[config.mk]
export PLATFORM = sky130hd
export DESIGN_NAME = sifreleme_birimi
export DESIGN_NICKNAME = d
export VERILOG_FILES = /design/src/rtl/sifreleme_birimi_pkg.sv /design/src/rtl/sifreleme_birimi_bit_sayici.sv /design/src/rtl/sifreleme_birimi.sv
export SDC_FILE = /design/constraint.sdc
export NUM_CORES = 1
export LEC_CHECK = 0
export ABC_CLOCK_PERIOD_IN_PS = 1400
export BUFFER_PORTS_ARGS = -buffer_cell sky130_fd_sc_hd__buf_4
export CORE_ASPECT_RATIO = 2
export CORE_MARGIN = 2
export CORE_UTILIZATION = 25
export CTS_CLUSTER_DIAMETER = 100
export DETAILED_ROUTE_END_ITERATION = 8
export MAX_ROUTING_LAYER = met4
export PLACE_DENSITY_LB_ADDON = 0.05
export SETUP_SLACK_MARGIN = 0.2
export SLEW_MARGIN = 5
export SYNTH_ARGS = -nofsm -noshare
export SYNTH_HDL_FRONTEND = slang
export SYNTH_SLANG_ARGS = --single-unit
[constraint.sdc]
create_clock -name clk_i -period 1.4 [get_ports clk_i]
set_clock_uncertainty 0.1 [all_clocks]
set_input_delay 0.07 -clock clk_i [delete_from_list [all_inputs] [get_ports clk_i]]
set_output_delay 0.07 -clock clk_i [all_outputs]
set_load 0.03 [all_outputs]
[src/rtl/sifreleme_birimi_pkg.sv]
// sifreleme_birimi_pkg: operation codes shared by the encryption unit and the decoder
package sifreleme_birimi_pkg;
  localparam logic [2:0] SIFRELEME_HMDST = 3'd0;
  localparam logic [2:0] SIFRELEME_PKG   = 3'd1;
  localparam logic [2:0] SIFRELEME_RVRS  = 3'd2;
  localparam logic [2:0] SIFRELEME_SLADD = 3'd3;
  localparam logic [2:0] SIFRELEME_CNTZ  = 3'd4;
  localparam logic [2:0] SIFRELEME_CNTP  = 3'd5;
endpackage

[src/rtl/sifreleme_birimi_bit_sayici.sv]
// bit_sayici: 32-bit combinational population counter
module bit_sayici (
  input  logic [31:0] veri,
  output logic [5:0]  sayi
);
  always_comb begin
    sayi = '0;
    for (int i = 0; i < 32; i++) sayi = sayi + {5'd0, veri[i]};
  end
endmodule

[src/rtl/sifreleme_birimi.sv]
// sifreleme_birimi: single-cycle bit-manipulation execute unit with a registered result
module sifreleme_birimi
  import sifreleme_birimi_pkg::*;
(
  input  logic        clk_i,
  input  logic        rst_ni,
  input  logic        gecerli_i,
  input  logic [2:0]  kontrol_i,
  input  logic [31:0] deger1_i,
  input  logic [31:0] deger2_i,
  output logic [31:0] sonuc_o,
  output logic        gecerli_o
);
  logic [31:0] sayac_giris;
  logic [5:0]  bir_sayisi;
  logic [5:0]  sifir_sayisi;
  logic [31:0] sonuc_d;
  // one shared popcount: a^b for Hamming distance, a alone otherwise so b cannot leak into CNTP
  assign sayac_giris = (kontrol_i == SIFRELEME_HMDST) ? deger1_i ^ deger2_i : deger1_i;
  bit_sayici u_bit_sayici (
    .veri(sayac_giris),
    .sayi(bir_sayisi)
  );
  always_comb begin
    sifir_sayisi = 6'd32;
    for (int i = 31; i >= 0; i--) if (deger1_i[i]) sifir_sayisi = 6'(i);
  end
  always_comb begin
    sonuc_d = (kontrol_i == SIFRELEME_HMDST || kontrol_i == SIFRELEME_CNTP) ? {26'd0, bir_sayisi} :
              (kontrol_i == SIFRELEME_PKG)   ? {deger2_i[15:0], deger1_i[15:0]} :
              (kontrol_i == SIFRELEME_RVRS)  ? {deger1_i[7:0], deger1_i[15:8], deger1_i[23:16], deger1_i[31:24]} :
              (kontrol_i == SIFRELEME_SLADD) ? {deger1_i[30:0], 1'b0} + deger2_i :
              (kontrol_i == SIFRELEME_CNTZ)  ? {26'd0, sifir_sayisi} : 32'h0;
  end
  always_ff @(posedge clk_i or negedge rst_ni) begin
    if (!rst_ni) begin
      sonuc_o   <= '0;
      gecerli_o <= 1'b0;
    end else begin
      gecerli_o <= gecerli_i;
      if (gecerli_i) sonuc_o <= sonuc_d;
    end
  end
endmodule

# Word level (Yosys, flattened, before mapping)

Index checks and enable logic that the tools add are counted.
W data, S select, Z words.

Register bits: 33
Bits of input ports: 70
Output and inout bits: 33
Word-level logic and storage cells: 80

Add/subtract/negate cells: 32
Equality and inequality tests: 5
Muxes and demuxes: 38
Bitwise logic cells: 1
Reductions and logical operators: 2

Operator list:

| operator             | count |
|---|---|
| $mux W6              | 33 |
| $add A6 B1 Y6        | 30 |
| $mux W32             | 5 |
| $add A32 B32 Y32     | 1 |
| $xor A32 B32 Y32     | 1 |
| $eq A3 B2 Y1 const B | 2 |
| $eq A3 B3 Y1 const B | 2 |
| $eq A3 B1 Y1 const B | 1 |
| $logic_not A3 Y1     | 1 |
| $add A1 B1 Y2        | 1 |
| $logic_or A1 B1 Y1   | 1 |

# Logic depth before layout (Yosys ltp)

Depth after elaboration: 37
Mapped depth: 20
Depth with buffers taken out: 18

# Cells and area by module

Synthesis repeated with hierarchy kept, for this count alone.

Cell total of the unflattened synthesis: 631
Area, all modules: 5,039.8 µm²

By module, submodules not included:

| module           | times used | cells an instance | area each (µm²) | sequential area each (µm²) |
|---|---|---|---|---|
| sifreleme_birimi | 1          | 558               | 4,281.6         | 825.8 |
| bit_sayici       | 1          | 73                | 758.2           | 0.0 |

# Worst setup path after synthesis

No wires, ideal clock.

Path type: input-to-reg
From: in kontrol_i[2]
To: reg sonuc_o[4]
Library setup time: 0.131 ns
Arrival: 6.069 ns
Data required time: 1.169 ns
Path slack: -4.900 ns
Cell stages on the path: 19
Buffers on the path: 2
Path through: clkbuf_1 > nor3_1 > clkbuf_1 > nand2_1 > xnor2_1 > ha_1 > fa_1 > fa_1 > fa_1 > fa_1 > fa_1 > fa_1 > fa_1 > fa_1 > a21o_1 > a21oi_1 > xnor2_1 > a221oi_1 > a21oi_1

Cells in the longest elaborated chain, start to end: 34
Elaborated cells on any way between the ends: 44
Those cells by class: add/sub: 31; eq/ne: 5; mux: 6; reduce/logical: 2

RTL lines:

| element                     | RTL line                                       | source |
|---|---|---|
| start, declared             | sifreleme_birimi.sv:8                          | `input logic [2:0] kontrol_i,` |
| $logic_not A3 Y1            | sifreleme_birimi.sv:19, sifreleme_birimi.sv:29 |  |
| $mux W32                    | sifreleme_birimi.sv:19                         | `assign sayac_giris = (kontrol_i == SIFRELEME_HMDST) ? deger1_i ^ deger2_i : deger1_i;` |
| $add A1 B1 Y2               | sifreleme_birimi_bit_sayici.sv:8               | `for (int i = 0; i < 32; i++) sayi = sayi + {5'd0, veri[i]};` |
| $add A6 B1 Y6 (30 in a row) | sifreleme_birimi_bit_sayici.sv:8               |  |
| $mux W32 (*)                | sifreleme_birimi.sv:29                         | `sonuc_d = (kontrol_i == SIFRELEME_HMDST \|\| kontrol_i == SIFRELEME_CNTP) ? {26'd0, bir_sayisi} :` |
| end signal, assigned        | sifreleme_birimi.sv:41                         | `if (gecerli_i) sonuc_o <= sonuc_d;` |
| end, declared               | sifreleme_birimi.sv:11                         | `output logic [31:0] sonuc_o,` |

Mark *: on every way between the ends. The rest lies on a longest branch, timed or not.
A chain may end at the register's enable or synchronous reset.

# Worst setup path after layout

Ends and elaborated chain as after synthesis.

==> impl_metrics.csv <==
group,metric,value,unit
routing,finalWirelength,28.4,mm
worst_setup_path,crit_arrival,5.50,ns
global_routing,antenna_found_initial,0,
synthesis,async_flop_share,100,%
synthesis,yosys.area.top_type_share,16.7,%
sta,clock.fmax,185,MHz
floorplan,dieArea,0.0210,sq mm
cts,cts_root_buf,"clkbuf_16",
synthesis,yosysMostFrequentCell,"a21oi_1",
synthesis,synth-warning-count,0,
power,p_leak,0.00409,uW
status,violations,"negative setup slack",
floorplan,die_y,203,um
routing,dr.pass1.iters,5,
sta,fin_crit_sh,386,%
min_path,min_from,"deger1_i[9]",
synthesis,synth_top_family_by_area,"compound AO/OA/AOI/OAI gates",
sta,hold_viol_final,0,
routing,drcViolationCount,0,
cts,clk_latency,0.30,ns
sta,setup_viol_count_final,32,
floorplan,ioPinCount,103,
synthesis,synth_edf_count,0,
sta,fin_crit,5.41,ns
final_layout,area_delta_synth_final,83.6,%
power,power_density,1190,mW/mm^2
worst_setup_path,critPathLaunch,"kontrol_i[2]",
global_routing,grt_usage,27.8,%
synthesis,synth_fa_ha_area_share,19.7,%
floorplan,die_x,104,um
synthesis,muxShareOfSynthArea,2.78,%
synthesis,ys_seq_area_share,16.7,%
sta,worst_slack,-4.01,ns
sta,rsz0062_at_grt,"true",
sta,finalMaxSlewViolations,0,
synthesis,ys.flop_type,"dfrtp_1",
min_path,min_path_type,"primary input to register",
global_routing,grt_pass1_vias,6766,
placement,dpl_cell_area,0.00780,sq mm
global_routing,grt_max_degree,46,
worst_setup_path,start_kind,"primary input",
global_routing,overflow,0,
routing,routedLengthMet1,9.74,mm
synthesis,netlist.top_cell.by_area,"dfrtp_1",
routing,routed.top_layer,"met4",
placement,hpwl,23.2,mm
worst_setup_path,crit_type,"primary input to register",
worst_setup_path,endpoint_kind,"register",
sta,worst_pin_slew,0.671,ns
routing,wl_per_cell,23.7,um
sta,slew_headroom,55.2,%
sta,tns,-44.45,ns
worst_setup_path,worstReg2RegStart,"sonuc_o[30]",
placement,gp_congestion,0.941,
synthesis,avgSynthCellArea,8.13,sq um
placement,numPortBuffers,102,
power,peakVddDrop,1.70,mV
floorplan,core_area,0.0194,sq mm
worst_setup_path,cp_max_fo,6,
floorplan,rows,72,
placement,dp_slack,-4.30,ns
synthesis,syn_inst,610,
synthesis,yosys.cell_types.count,67,
cts,clk_pin_slew,0.07,ns
synthesis,synthSimpleGateAreaFrac,18.1,%
worst_setup_path,cp.required,1.49,ns
synthesis,synth_compound_area_share,27.2,%
cts,tritoncts,"built",
floorplan,start_util,25.6,%
routing,route.met3.wl,639,um
status,outcome,"finished, violations left",
final_layout,diodes,0,
routing,vias,6047,
synthesis,yosys.area_share.xor_xnor,10.1,%
final_layout,drive_gt1_share,51.8,%
final_layout,nFillCells,1945,
cts,cts-htree-levels,2,
cts,clock_path_buffers,2,
routing,initialDrtViolationCount,337,
routing,met2_wirelength,16.3,mm
routing,viasPerCell,5.06,
cts,clkSinkCount,33,
synthesis,synth_area,0.00496,sq mm
run,cap_violations,0,
synthesis,synth-seq-cells,33,
placement,place_inst,1150,
cts,cts_buffers,5,
synthesis,synth_commonest_cells,"a21oi_1 (61), nor2_1 (58), nand2_1 (53), xnor2_1 (41), ha_1 (38)",
final_layout,final_cell_area,0.00910,sq mm
routing,antenna_left,0,
final_layout,nNetsFinal,1067,
final_layout,fin_cells,1194,
synthesis,synthTopCellsByArea,"dfrtp_1 (17%), fa_1 (10%), ha_1 (9.6%)",
synthesis,syn_nets,743,
global_routing,grt_pass1_wl,41.7,mm
power,power.total,10800,uW
==> final timing paths <==
check,end,slack (ns),depth (start not counted)
worst max-delay path,sonuc_o[4],-4.01,20
worst max register to register,sonuc_o[30],0.22,3
worst min register to register,sonuc_o[6],0.39,1
max in group asynchronous,sonuc_o[16],0.65,2
min in group asynchronous,sonuc_o[24],0.18,2
worst min-delay path,sonuc_o[9],0.03,3
==> metrics by stage <==
step	utilization, %	hold WS [ns]
after floorplan	-	-0.326
after global placement	40.3	-0.0276
after detailed placement	40.3	-0.0200
after CTS	45.5	0.0254
after global routing	47.0	0.0417
final	47.0	0.0314
==> cell usage in the layout (no fill, tap or decap), types with 8 or more instances in the layout <==
| cell type | n |
|---|---|
| a22oi_1 | 8 |
| a21oi_1 | 42 |
| buf_4 | 284 |
| inv_1 | 31 |
| nand3_1 | 11 |
| nor4_1 | 8 |
| fa_1 | 20 |
| xor2_1 | 13 |
| xnor2_2 | 13 |
| a21o_1 | 13 |
| buf_6 | 43 |
| ha_1 | 19 |
| nand2b_1 | 8 |
| o21ai_0 | 17 |
| dfrtp_1 | 33 |
| ha_4 | 19 |
| a21oi_2 | 14 |
| nand2_1 | 42 |
| nor2_1 | 58 |
| xnor2_1 | 27 |
| nor3_1 | 9 |
==> cell type report <==
type	instances	area (sq um)	area share [%]
repair buffers	340	2850	31.3
flip-flops and latches	33	826	9.07
well taps	259	324	3.56
inverters	34	130	1.43
clock inverters	2	13.8	0.151
multi-input cells	520	4820	53.0
clock buffers	6	139	1.53
==> worst max-delay path, stage by stage <==
cell and delay (ns):
buf_8 0.10, nor3_4 0.22, buf_6 0.14, buf_12 0.12, nand2_2 0.06, xnor2_1 0.12
ha_1 0.30, fa_1 0.46, fa_2 0.57, fa_1 0.43, fa_1 0.46, fa_1 0.52
fa_1 0.43, fa_2 0.37, fa_2 0.37, a21o_1 0.17, a21oi_2 0.12, xnor2_1 0.08
a221oi_1 0.26, a21oi_1 0.10
==> registers in the layout (all words and copies together) (netlist names) <==
name and cells:
sonuc_o 32, gecerli_o 1
==> kinds of logic (layout without fill, tap and decap cells) <==
group | after synthesis | after routing
AOI/OAI and AO/OA | 200 | 200
xor gates and xnor gates | 57 | 57
adders and majority gates | 63 | 63
buffers and inverters | 57 | 382
DFF | 33 | 33
muxes | 13 | 13
and+or+nand+nor | 187 | 187
==> per-layer routing <==
layer	vias to the layer above	GRT usage [%]
met5	-	-
met4	0	14.6
met3	57	1.73
met2	163	54.9
met1	2963	26.6
li1	2864	-
==> timing repair <==
action | in CTS | in global routing
gates resized for setup | 124 | 41
endpoints found under the hold margin | 33 | 0
cloned | 2 | 0
endpoints found under the setup margin | 32 | 32
pin swaps | 68 | 40
buffers inserted | 29 | 4
hold buffers | 1 | 0
==> report_power, final <==
group	switching [uW]	total (uW)	internal (uW)
Sequential	114	1220	1110
Clock	543	1250	711
Combinational	4090	8320	4230
Total	4750	10800	6050
Note: power is estimated with default switching activity, not from simulation.
